<file path="src/rtl/shift_uart_pkg.sv">
// Definitions shared by the UART receive and transmit state machines:
// state encoding, default oversampling and the sample-tick divider formula.
package shift_uart_pkg;

  typedef enum logic [2:0] {
    ST_IDLE  = 3'd0,
    ST_START = 3'd1,
    ST_DATA  = 3'd2,
    ST_STOP  = 3'd3,
    ST_BREAK = 3'd4
  } uart_state_e;

  localparam int unsigned UART_OVERSAMPLE = 16;

  // Truncating divide; clamped to 1 so a too-fast baud still yields a legal divider.
  function automatic int unsigned uart_div(input int unsigned src_clk,
                                           input int unsigned baud,
                                           input int unsigned os);
    int unsigned d;
    d = src_clk / (baud * os);
    if (d == 0) d = 1;
    return d;
  endfunction

endpackage

</file>
<file path="src/rtl/rx_tick_gen.sv">
// Sample-tick divider: one-cycle tick every DIV clocks, held at zero while clr is high
// so that the first tick after release lands exactly DIV cycles later.
module rx_tick_gen
  import shift_uart_pkg::*;
#(
  parameter int unsigned DIV = 78
) (
  input  logic hwclk,
  input  logic rst_n,
  input  logic clr,
  output logic tick
);

  localparam int unsigned   CW   = (DIV > 1) ? $clog2(DIV) : 1;
  localparam logic [CW-1:0] LAST = CW'(DIV - 1);

  logic [CW-1:0] cnt_q;
  logic [CW-1:0] cnt_d;

  always_comb begin
    cnt_d = cnt_q + 1'b1;
    if (clr || (cnt_q == LAST)) cnt_d = '0;
  end

  always_ff @(posedge hwclk) begin
    if (!rst_n) cnt_q <= '0;
    else        cnt_q <= cnt_d;
  end

  assign tick = !clr && (cnt_q == LAST);

endmodule

</file>
<file path="src/rtl/shift_rx_fsm.sv">
// 8N1 UART receiver: synchronised line, edge-aligned oversampling, 2-of-3 majority per bit,
// valid/error pulses on the stop-bit decision and a BREAK state for a held-low line.
module shift_rx_fsm
  import shift_uart_pkg::*;
#(
  parameter int unsigned SOURCE_CLK  = 12000000,
  parameter int unsigned TARGET_CLK  = 9600,
  parameter int unsigned OVERSAMPLE  = UART_OVERSAMPLE,
  parameter int unsigned FRAME_WIDTH = 8
) (
  input  logic                   hwclk,
  input  logic                   rst_n,
  input  logic                   ftdi_rx,
  output logic [FRAME_WIDTH-1:0] data_frame,
  output logic                   frame_valid,
  output logic                   frame_err,
  output logic                   busy
);

  localparam int unsigned DIV = uart_div(SOURCE_CLK, TARGET_CLK, OVERSAMPLE);
  localparam int unsigned OW  = $clog2(OVERSAMPLE);
  localparam int unsigned BW  = $clog2(FRAME_WIDTH + 1);

  localparam logic [OW-1:0] T_S0   = OW'(OVERSAMPLE / 2 - 1);
  localparam logic [OW-1:0] T_S1   = OW'(OVERSAMPLE / 2);
  localparam logic [OW-1:0] T_DEC  = OW'(OVERSAMPLE / 2 + 1);
  localparam logic [OW-1:0] T_LAST = OW'(OVERSAMPLE - 1);
  localparam logic [BW-1:0] B_LAST = BW'(FRAME_WIDTH);

  function automatic logic maj3(input logic a, input logic b, input logic c);
    return (a & b) | (a & c) | (b & c);
  endfunction

  uart_state_e            state_q;
  logic                   sync1_q, sync2_q, prev_q;
  logic [OW-1:0]          os_q;
  logic [BW-1:0]          bit_q;
  logic                   samp0_q, samp1_q;
  logic [FRAME_WIDTH-1:0] shift_q, data_q;
  logic                   valid_q, err_q;

  logic rx_s, fall, tick, clr, vote;

  assign rx_s = sync2_q;
  assign fall = prev_q & ~sync2_q;
  assign clr  = (state_q == ST_IDLE) || (state_q == ST_BREAK);
  assign vote = maj3(samp0_q, samp1_q, rx_s);

  rx_tick_gen #(.DIV(DIV)) u_tick (
    .hwclk (hwclk),
    .rst_n (rst_n),
    .clr   (clr),
    .tick  (tick)
  );

  always_ff @(posedge hwclk) begin
    if (!rst_n) begin
      state_q <= ST_IDLE;
      sync1_q <= 1'b1;
      sync2_q <= 1'b1;
      prev_q  <= 1'b1;
      os_q    <= '0;
      bit_q   <= '0;
      samp0_q <= 1'b1;
      samp1_q <= 1'b1;
      shift_q <= '0;
      data_q  <= '0;
      valid_q <= 1'b0;
      err_q   <= 1'b0;
    end else begin
      sync1_q <= ftdi_rx;
      sync2_q <= sync1_q;
      prev_q  <= sync2_q;
      valid_q <= 1'b0;
      err_q   <= 1'b0;

      if (tick) begin
        if (os_q == T_S0) samp0_q <= rx_s;
        if (os_q == T_S1) samp1_q <= rx_s;
        os_q <= (os_q == T_LAST) ? '0 : os_q + 1'b1;
      end

      case (state_q)
        ST_IDLE: begin
          os_q  <= '0;
          bit_q <= '0;
          if (fall) state_q <= ST_START;
        end
        ST_START: begin
          if (tick && (os_q == T_DEC) && vote) state_q <= ST_IDLE;
          else if (tick && (os_q == T_LAST))   state_q <= ST_DATA;
        end
        ST_DATA: begin
          if (tick && (os_q == T_DEC)) begin
            shift_q <= {vote, shift_q[FRAME_WIDTH-1:1]};
            bit_q   <= bit_q + 1'b1;
          end
          if (tick && (os_q == T_LAST) && (bit_q == B_LAST)) begin
            bit_q   <= '0;
            state_q <= ST_STOP;
          end
        end
        ST_STOP: begin
          // Leave mid-stop-bit so a start edge right after it is still caught.
          if (tick && (os_q == T_DEC)) begin
            if (vote) begin
              data_q  <= shift_q;
              valid_q <= 1'b1;
              state_q <= ST_IDLE;
            end else begin
              err_q   <= 1'b1;
              state_q <= ST_BREAK;
            end
          end
        end
        ST_BREAK: begin
          if (rx_s) state_q <= ST_IDLE;
        end
        default: state_q <= ST_IDLE;
      endcase
    end
  end

  assign data_frame  = data_q;
  assign frame_valid = valid_q;
  assign frame_err   = err_q;
  assign busy        = (state_q != ST_IDLE);

endmodule

</file>
<file path="config.mk">
export PLATFORM = sky130hd
export DESIGN_NAME = shift_rx_fsm
export DESIGN_NICKNAME = d
export VERILOG_FILES = /design/src/rtl/shift_uart_pkg.sv /design/src/rtl/rx_tick_gen.sv /design/src/rtl/shift_rx_fsm.sv
export SDC_FILE = /design/constraint.sdc
export NUM_CORES = 1
export LEC_CHECK = 0
export CORE_UTILIZATION = 55
export DETAILED_ROUTE_END_ITERATION = 8
export GPL_TIMING_DRIVEN = 1
export PLACE_DENSITY = 0.75
export SYNTH_ARGS = -nofsm -noshare
export SYNTH_HDL_FRONTEND = slang
export SYNTH_HIERARCHICAL = 1
export SYNTH_SLANG_ARGS = --single-unit
export TNS_END_PERCENT = 5
</file>
<file path="constraint.sdc">
create_clock -name hwclk -period 4.35 [get_ports hwclk]
set_input_delay 1.305 -clock hwclk [delete_from_list [all_inputs] [get_ports hwclk]]
set_output_delay 1.305 -clock hwclk [all_outputs]
set_load 0.005 [all_outputs]
</file>
# Yosys cells after proc, flatten, opt, wreduce, memory -nomap -nowiden
# Cells that the tools add are included.
[classes]
eq_ne = 16
n_reduce_logical = 20
bitwise = 8
addsub = 3
muxes = 14
[ops]
columns = ["cell", "n"]
rows = [
  ["$mux W3", 7],
  ["$eq A4 B4 Y1 const B", 4],
  ["$pmux W3 S5", 1],
  ["$mux W4", 3],
  ["$add A4 B1 Y4 const B", 2],
  ["$ne A2 B2 Y1 const B", 4],
  ["$pmux W4 S2", 1],
  ["$reduce_and A2 Y1", 4],
  ["$add A7 B1 Y7 const B", 1],
  ["$eq A7 B7 Y1 const B", 1],
  ["$eq A3 B2 Y1 const B", 2],
  ["$ne A3 B3 Y1 const B", 2],
  ["$reduce_and A3 Y1", 2],
  ["$logic_and A1 B1 Y1", 5],
  ["$reduce_and A5 Y1", 1],
  ["$and A1 B1 Y1", 4],
  ["$eq A4 B3 Y1 const B", 1],
  ["$reduce_or A2 Y1", 2],
  ["$eq A3 B1 Y1 const B", 1],
  ["$eq A3 B3 Y1 const B", 1],
  ["$logic_not A3 Y1", 1],
  ["$reduce_bool A3 Y1", 1],
  ["$logic_or A1 B1 Y1", 2],
  ["$mux W1", 2],
  ["other kinds (4)", 6],
]
[totals]
regBits = 41

# Depth between registers and ports, before layout
[depth]
word_depth = 8
mapped_depth = 11

# Modules after synthesis
# The synthesis kept the hierarchy.
[by_module_without_submodules]
columns = ["module", "area_per_inst_um2", "cells_each", "seq_area_each_um2", "instances"]
rows = [
  ["shift_rx_fsm", 1457.6, 164, 680.7, 1],
  ["rx_tick_gen", 309.0, 34, 140.1, 1],
]

# Worst setup path after synthesis
# Ideal clock, no wire load.
[synth_timing]
path_kind = "reg2out"
from = "reg state_q[0]"
to = "out busy"
stages_incl_launch_ff = 3
n_path_buf = 1
arrival_ps = 826
setup_slack_ps = 2219
required_ps = 3045
cell_sequence = "dfxtp_1 clkbuf_1 or3_1"
[synth_between]
elab_chain_cells = 1
[synth_lines]
columns = ["element", "line", "source"]
rows = [
  ["start: declaration", "shift_rx_fsm.sv:34", "uart_state_e state_q;"],
  ["start signal: assignment", "shift_rx_fsm.sv:58", "state_q <= ST_IDLE;"],
  ["start signal: assignment", "shift_rx_fsm.sv:87", "if (fall) state_q <= ST_START;"],
  ["start signal: assignment", "shift_rx_fsm.sv:90", "if (tick && (os_q == T_DEC) && vote) state_q <= ST_IDLE;"],
  ["$reduce_bool A3 Y1", "shift_rx_fsm.sv:127", "assign busy = (state_q != ST_IDLE);"],
  ["end: declaration", "shift_rx_fsm.sv:17", "output logic busy"],
]
# Every way passes these cells.

# Worst setup path in the final report
# Ends and elaborated chain as after synthesis.

==> reports/qor.yml <==
placedInstanceArea_mm2: 0.00191
core_mm2: 0.00305
io_pins: 14
numCtsBuffers: 5
synth_xor_area_frac: 0.0248
finalCritPeriodShare: 0.680
synth_simple_gate_area_share: 0.245
gp_congestion: 0.771
placed_cells: 245
rows: 20
syn_area_mm2: 0.00177
syn_nets: 208
dr.pass1.iters: 4
setup_tns_ns: 0
start_util: 0.579
cts_buffer_depth: 2
synth-adder-area-share: 0.0552
status: "completed"
slowest_delay_ns: 0.47
grt_setup_unrepaired: "false"
critPathSlowestCell: "clkdlybuf4s50_1"
fin_area_mm2: 0.00198
cts_hold_buf: 0
ys.warnings.count: 6
synthArstFlopShare: 0
pre_cts_ws_ns: 1.55
wire_per_inst_um: 12.6
dpl.hpwl_um: 2330
portBuffers: 13
htreeDepth: 2
cts_resized: 0
ys_types: 41
die_h_um: 58.7
wirelength_um: 3190
dieArea_mm2: 0.00344
first_iter_violations: 53
n_antenna_cell: 0
cp_top_family: "buffers and inverters"
p_per_area_mw_per_mm2: 337
tightest_slew_ns: 0.956
synth_mux_area_frac: 0.0623
power_leakage_nw: 0.740
skew_ns: 0.00382
required_ns: 3.04
cp-start-kind: "register"
synth-seq-cells: 41
drc: 0
ant_nets: 0
drive_gt1_frac: 0.0721
hold_viol: 0
setup_viol: 0
vias_per_cell: 5.55
synthToLayoutAreaGrowth_pct: 12.1
min_period_ns: 2.96
path_cells: "or3_1 > clkdlybuf4s50_1"
min_path_type: "register to register"
max-vdd-ir-drop_uv: 190
relSlewSlack: 0.358
syn_avg_cell_area_um2: 8.92
clk_pin_slew_ns: 0.11
arrival_ns: 1.65
syn-instance-count: 198
multi_input_area_um2: 876
cts.sinks: 41
final_common_cell: "dfxtp_1"
fin_util: 0.649
clk_latency_ns: 0.34
grt_pass1_vias: 1262
ys.flop_type: "dfxtp_1"
cts_tree: "yes"
gr-total-overflow: 0
endpoint_kind: "output port"
cp_max_fo: 9
drv_slew: 0
path_class: "register to output port"
stdcell_count: 252
synth_top_family_by_area: "simple AND/OR/NAND/NOR gates"
synth_compound_area_frac: 0.108
nets: 218
synth-seq-area-share: 0.465
grtUsageTotal: 0.211
nFillCells: 265
root_buffer: "clkbuf_4"
grt_start_max_net_pins: 22
vias: 1398
grt_pass1_wl_um: 5500
setup_slack_ns: 1.39
seqCellArea_um2: 821
final_cell_mix: "41 x dfxtp_1, 29 x nand2_1, 18 x nor2_1"
synth_enable_flop_cells: 0
antenna_found_initial: 0
cts_setup_buffers: 0
maxCapViolCount: 0
cp_num_buf_inv: 1
die_width_um: 58.7
max_freq_mhz: 338
[power by group]
part | total, W | leakage [nW] | internal [W] | switching [W]
clock network | 0.000233 | 0.0410 | 0.000117 | 0.000115
logic | 0.0000463 | 0.368 | 0.0000212 | 0.0000251
registers | 0.000388 | 0.331 | 0.000380 | 0.00000763
total | 0.000667 | 0.740 | 0.000518 | 0.000148
[registers in the layout, summed over array words and instances, names as in the netlist]
signal	cells
bit_q	4
frame_valid	1
data_frame	8
u_tick/cnt_q	7
samp1_q	1
shift_q	8
frame_err	1
state_q	3
prev_q	1
sync1_q	1
rx_s	1
samp0_q	1
os_q	4
[cells by family after synthesis]
family	Yosys count
fa+ha+maj	8
xor+xnor	5
compound gates	33
mux	11
buf+inv	17
flops	41
simple gates	83
[metal layers]
metal  vias up  routed length [µm]  global-route usage
met4         0                  51              0.0918
li1        697                   -                   -
met1       668                1480               0.270
met5         -                   0                   0
met3         6                 108              0.0484
met2        27                1550               0.340
[synth_stat cells (5+ instances only)]
master,number,area (µm²)
mux2i_1,11,110
clkbuf_1,5,18.8
nand2_1,29,109
ha_1,7,87.6
dfxtp_1,41,821
buf_2,5,25.0
o21ai_0,6,30.0
a21oi_1,17,85.1
nand3_1,7,35.0
inv_1,7,26.3
nor2_1,18,67.6
[worst register-to-register path, delay by kind of cell (launching register included)]
family,cells,cell delay (ns)
fa+ha+maj,1,0.19
mux,1,0.29
flops,1,0.41
simple gates,5,1.83
[through the flow]
step	total power [W]	hold slack, ns
CTS	0.000672	0.429
finish	0.000667	0.424
detailed placement	0.000442	0.400
global placement	0.000439	0.395
global route	0.000697	0.438
floorplan	0.000427	0.386
[path summary, 6_finish.rpt]
kind                   start       endpoint  slack (ns)  depth (start not counted)
max reg2reg  u_tick/cnt_q[0]  data_frame[2]        1.50                          7
max               state_q[0]           busy        1.39                          2
min                  sync1_q           rx_s        0.42                          1
min reg2reg          sync1_q           rx_s        0.42                          1
[layout make-up]
cell class	instances	share of cell area
Clock inverter	2	0.0177
Tap cell	44	0.0278
Sequential cell	41	0.414
Multi-Input combinational cell	140	0.442
Inverter	7	0.0133
Timing Repair Buffer	13	0.0657
Clock buffer	5	0.0190
(Power assumes the default switching activity.)
==> edit 1: new RTL, config.mk and constraints unchanged <==
Reset style: asynchronous (`rst_n`), changed in 2 clocked blocks.
--- a/src/rtl/rx_tick_gen.sv
+++ b/src/rtl/rx_tick_gen.sv
@@ -22,7 +22,7 @@
     if (clr || (cnt_q == LAST)) cnt_d = '0;
   end
 
-  always_ff @(posedge hwclk) begin
+  always_ff @(posedge hwclk or negedge rst_n) begin
     if (!rst_n) cnt_q <= '0;
     else        cnt_q <= cnt_d;
   end
--- a/src/rtl/shift_rx_fsm.sv
+++ b/src/rtl/shift_rx_fsm.sv
@@ -53,7 +53,7 @@
     .tick  (tick)
   );
 
-  always_ff @(posedge hwclk) begin
+  always_ff @(posedge hwclk or negedge rst_n) begin
     if (!rst_n) begin
       state_q <= ST_IDLE;
       sync1_q <= 1'b1;
Function: differs if rst_n is asserted again (counterexample within 4 cycles, from zero or initial values and one cycle with rst_n low); with rst_n held inactive, the same outputs for 10 cycles.
==> edit 1 against the original RTL <==
  * Utilization up 2.1 points
  * Clock power down 12%
  * Setup slack worse by 0.31 ns
  * Clock skew up 0.016 ns
  * Count of clock-buffer cells in the layout up 1
  * Global-route usage down 0.95 points
  * Power up 8.2%
  * Sequential cell count unchanged
  * Fmax down 9.4%
  * Final cell count down 13%
  * Routed wire length down 1.3%
  * Area after synthesis up 7.4%
  * Final area up 6.6%
  * Combinational power up 65%
==> edit 1: results <==
[layout]
stdcell_count = 219
layout-drive-gt1-share = 0.2171
diodes = 0
nets = 184

[synthesis]
syn_nets = 169
yosys-top-cells-area = dfrtp_1 47%, mux2_2 10%, dfstp_2 6.9%
synth.avg_cell_area_um2 = 11.93
yosysSeqAreaShare = 0.5442
ys_async_sr_fraction = 1.000
ys_types = 43
synthTopCellsByCount = 36 x dfrtp_1, 17 x mux2_2, 10 x inv_1

[worst_setup_path]
r2r_setup_slack_ns = 1.89
crit-reg2reg-launch = u_tick/cnt_q[1]$_DFF_PN0_
crit_family = buffers and inverters
slowest_stage = nor3_1
critPathLaunch = state_q[1]$_DFFE_PN0P_
crit_type = reg2out
critPathMaxFanout = 11
slowest_delay_ns = 0.53
cp.arrival_ns = 1.96

[placement]
place_ws_ns = 1.521
place_hpwl_mm = 2.217
io_buffers = 13
place_inst = 211
place.gp.congestion = 0.8318
placed_cell_area_um2 = 2047

[detailed_routing]
vias = 1238
routed-wl-met3_um = 108
first_iter_violations = 59
wl_met2_mm = 1.533
wirelength_met1_mm = 1.421
wl_mm = 3.146
routed.top_layer = met4
drc = 0

[power]
power_leakage_nw = 0.9626
peakVddDrop_uv = 240.3

[timing]
setup-tns-final_ns = 0
period_needed_ns = 3.261
clock_skew_ns = 0.02015
relSlewSlack = 0.4263

[clock_network]
numCtsBuffers = 5
h-tree-depth = 2
ctsLongestPathBuffers = 2
ctsResizeCount = 0
clk-insertion-delay-late_ns = 0.36
clk_pin_slew_worst_paths_ns = 0.13

[worst_hold_path]
hold_start = sync1_q$_DFF_PN1_
hold_path.class = reg2reg

[global_route]
grt_max_degree = 42
grt_usage = 0.2011
antenna_found_initial = 0
grt_pass1_wl_mm = 5.347

[run_status]
status = finished clean
[edit 1: final timing paths]
kind,end,cells past startpoint
max,busy,3
max reg2reg,data_frame[6]$_DFFE_PN0P_,7
min,rx_s$_DFF_PN1_,0
min reg2reg,rx_s$_DFF_PN1_,0
max in group asynchronous,os_q[2]$_DFFE_PN0P_,1
min in group asynchronous,bit_q[3]$_DFFE_PN0P_,1
[edit 1: final cells by class]
class | count | area, um2
clock buffers | 6 | 51.30
flip-flops and latches | 41 | 1032
multi-input cells | 103 | 797.0
repair buffers | 13 | 125.1
clock inverters | 2 | 13.76
well taps | 44 | 55.05
inverters | 10 | 37.54
fillers | 260 | 1041
[edit 1: stage by stage]
| stage | power [W] | hold WS (ns) |
|---|---|---|
| floorplan | 0.0004970 | 0.3452 |
| global placement | 0.0005184 | 0.3499 |
| detailed placement | 0.0005244 | 0.3513 |
| CTS | 0.0007308 | 0.3672 |
| global route | 0.0007684 | 0.3697 |
| finish | 0.0007213 | 0.3645 |
[edit 1: cell families after synthesis]
kind of cell,count (synthesis),synth area share
AND/OR/NAND/NOR,47,0.1537
adder cells (fa/ha/maj),8,0.05145
flip-flops,41,0.5442
buffers and inverters,15,0.03562
AO/OA/AOI/OAI,26,0.09037
multiplexers,18,0.1062
XOR/XNOR,4,0.01847
[edit 1: per-layer routing]
metal  GRT usage  up-vias
met3     0.04478       10
li1            -      599
met1      0.2776      600
met4      0.1071        0
met5           0        -
met2      0.2967       29
[edit 1: power breakdown]
group	switching, W	internal (W)	leakage [nW]	total (W)
Clock	0.000127	0.0000789	0.0382	0.000206
Sequential	0.0000326	0.000407	0.545	0.000439
Combinational	0.0000422	0.0000339	0.379	0.0000762
==> edit 2: new RTL, same settings <==
Made on the original files. Set the package constant `UART_OVERSAMPLE` to 8 (it was 16).
--- a/src/rtl/shift_uart_pkg.sv
+++ b/src/rtl/shift_uart_pkg.sv
@@ -10,7 +10,7 @@
     ST_BREAK = 3'd4
   } uart_state_e;
 
-  localparam int unsigned UART_OVERSAMPLE = 16;
+  localparam int unsigned UART_OVERSAMPLE = 8;
 
   // Truncating divide; clamped to 1 so a too-fast baud still yields a legal divider.
   function automatic int unsigned uart_div(input int unsigned src_clk,
Check against the original RTL: no difference found for any inputs over 10 cycles, from zero or initial values and one cycle with rst_n low; that may be too few to reach the edited logic, so the function may still have changed.
==> edit 2 against the original RTL <==
  * Final cell count up 4.4%
  * Power up 8.8%
  * Area after synthesis up 2.7%
  * Combinational power up 86%
  * Sequential cell count unchanged
  * Hold slack better by 0.0093 ns
  * Final area up 1.6%
  * Non-clock buffer count unchanged
  * Sequential power up 4%
  * Critical path depth up 1
  * Routed wire length up 6.9%
  * Setup slack worse by 0.19 ns
  * Largest cell class unchanged
  * Largest power group unchanged
  * Highest routed layer unchanged
==> edit 2: results <==
[run_status]
status = finished clean

[synthesis]
ys_types = 43
synth.avg_cell_area_um2 = 8.722
yosys-top-cells-area = dfxtp_1 45%, nand2_1 6.2%, ha_1 5.5%
syn_nets = 219
ys_warn_count = 6
synthTopCellsByCount = 41 x dfxtp_1, 30 x nand2_1, 19 x a21oi_1, 19 x nor2_1, 10 x inv_1
yosysSeqAreaShare = 0.4524

[detailed_routing]
first_iter_violations = 93
vias = 1467
routed-wl-met3_um = 164
wl_per_cell_um = 12.95
drt-pass1-iter-count = 6
wirelength_met1_mm = 1.558
wl_met2_mm = 1.621
post_drt_via_cell_ratio = 5.578

[timing]
fin_ws_ns = 1.207
clock_skew_ns = 0.01165
relSlewSlack = 0.6119

[power]
peakVddDrop_uv = 217.1
power_leakage_nw = 0.7826
p_switching_w = 0.0001843
pg_clk_w = 0.000238
powerSeq_w = 0.000402
p_clk_frac = 0.328

[placement]
place_inst = 256
placed_cell_area_um2 = 1939
place_ws_ns = 1.326
place_hpwl_mm = 2.431
place.gp.congestion = 0.8943

[worst_setup_path]
critPathCapture = busy
r2r_end = bit_q[3]$_SDFFE_PN0P_
critPathMaxFanout = 16
crit_type = reg2out
critPathLaunch = state_q[1]$_SDFFE_PN0P_
cp.arrival_ns = 1.84
crit-reg2reg-launch = u_tick/cnt_q[0]$_SDFF_PP0_
reg2reg_depth = 8

[layout]
nFillCells = 290
layout-drive-gt1-share = 0.04566
nets = 230

[global_route]
grt_pass1_vias = 1380
grt_pass1_wl_mm = 5.720
grt_max_degree = 21
grt_usage = 0.2160

[worst_hold_path]
hold_path.class = reg2reg

[clock_network]
h-tree-depth = 2
ctsResizeCount = 0
edit 2: critical path: stages, from the launching register on:
cell and delay, ns:
dfxtp_1 0.66, inv_1 0.21, nand2_1 0.12, clkdlybuf4s50_1 0.50
edit 2: area by class of cell:
class | instances | area share
Clock buffer | 5 | 0.01866
Sequential cell | 41 | 0.4080
Multi-Input combinational cell | 148 | 0.4453
Clock inverter | 2 | 0.01741
Tap cell | 44 | 0.02736
Inverter | 10 | 0.01866
Timing Repair Buffer | 13 | 0.06468
edit 2: how the worst min path moves through the flow:
stage | from | to | slack (ns) | depth (start not counted)
after CTS | sync1_q$_SDFF_PN1_ | rx_s$_SDFF_PN1_ | 0.44 | 1
after global routing | sync1_q$_SDFF_PN1_ | rx_s$_SDFF_PN1_ | 0.44 | 1
after global placement | sync1_q$_SDFF_PN1_ | rx_s$_SDFF_PN1_ | 0.40 | 1
after detailed placement | sync1_q$_SDFF_PN1_ | rx_s$_SDFF_PN1_ | 0.41 | 1
after floorplan | sync1_q$_SDFF_PN1_ | rx_s$_SDFF_PN1_ | 0.39 | 1
final | sync1_q$_SDFF_PN1_ | rx_s$_SDFF_PN1_ | 0.43 | 1
edit 2: logic make-up (layout without fill, tap and decap cells):
| group | count (synthesis) | in the layout | synth area share |
|---|---|---|---|
| AND/OR/NAND/NOR | 87 | 87 | 0.2338 |
| AO/OA/AOI/OAI | 41 | 41 | 0.1386 |
| flip-flops | 41 | 41 | 0.4524 |
| buffers and inverters | 19 | 30 | 0.05380 |
| adder cells (fa/ha/maj) | 9 | 9 | 0.06276 |
| multiplexers | 8 | 8 | 0.04414 |
| XOR/XNOR | 3 | 3 | 0.01449 |
edit 2: routing by layer:
metal,vias up,track usage
met5,-,0
met4,0,0.1054
met3,13,0.06769
met2,44,0.3531
met1,661,0.2551
li1,749,-
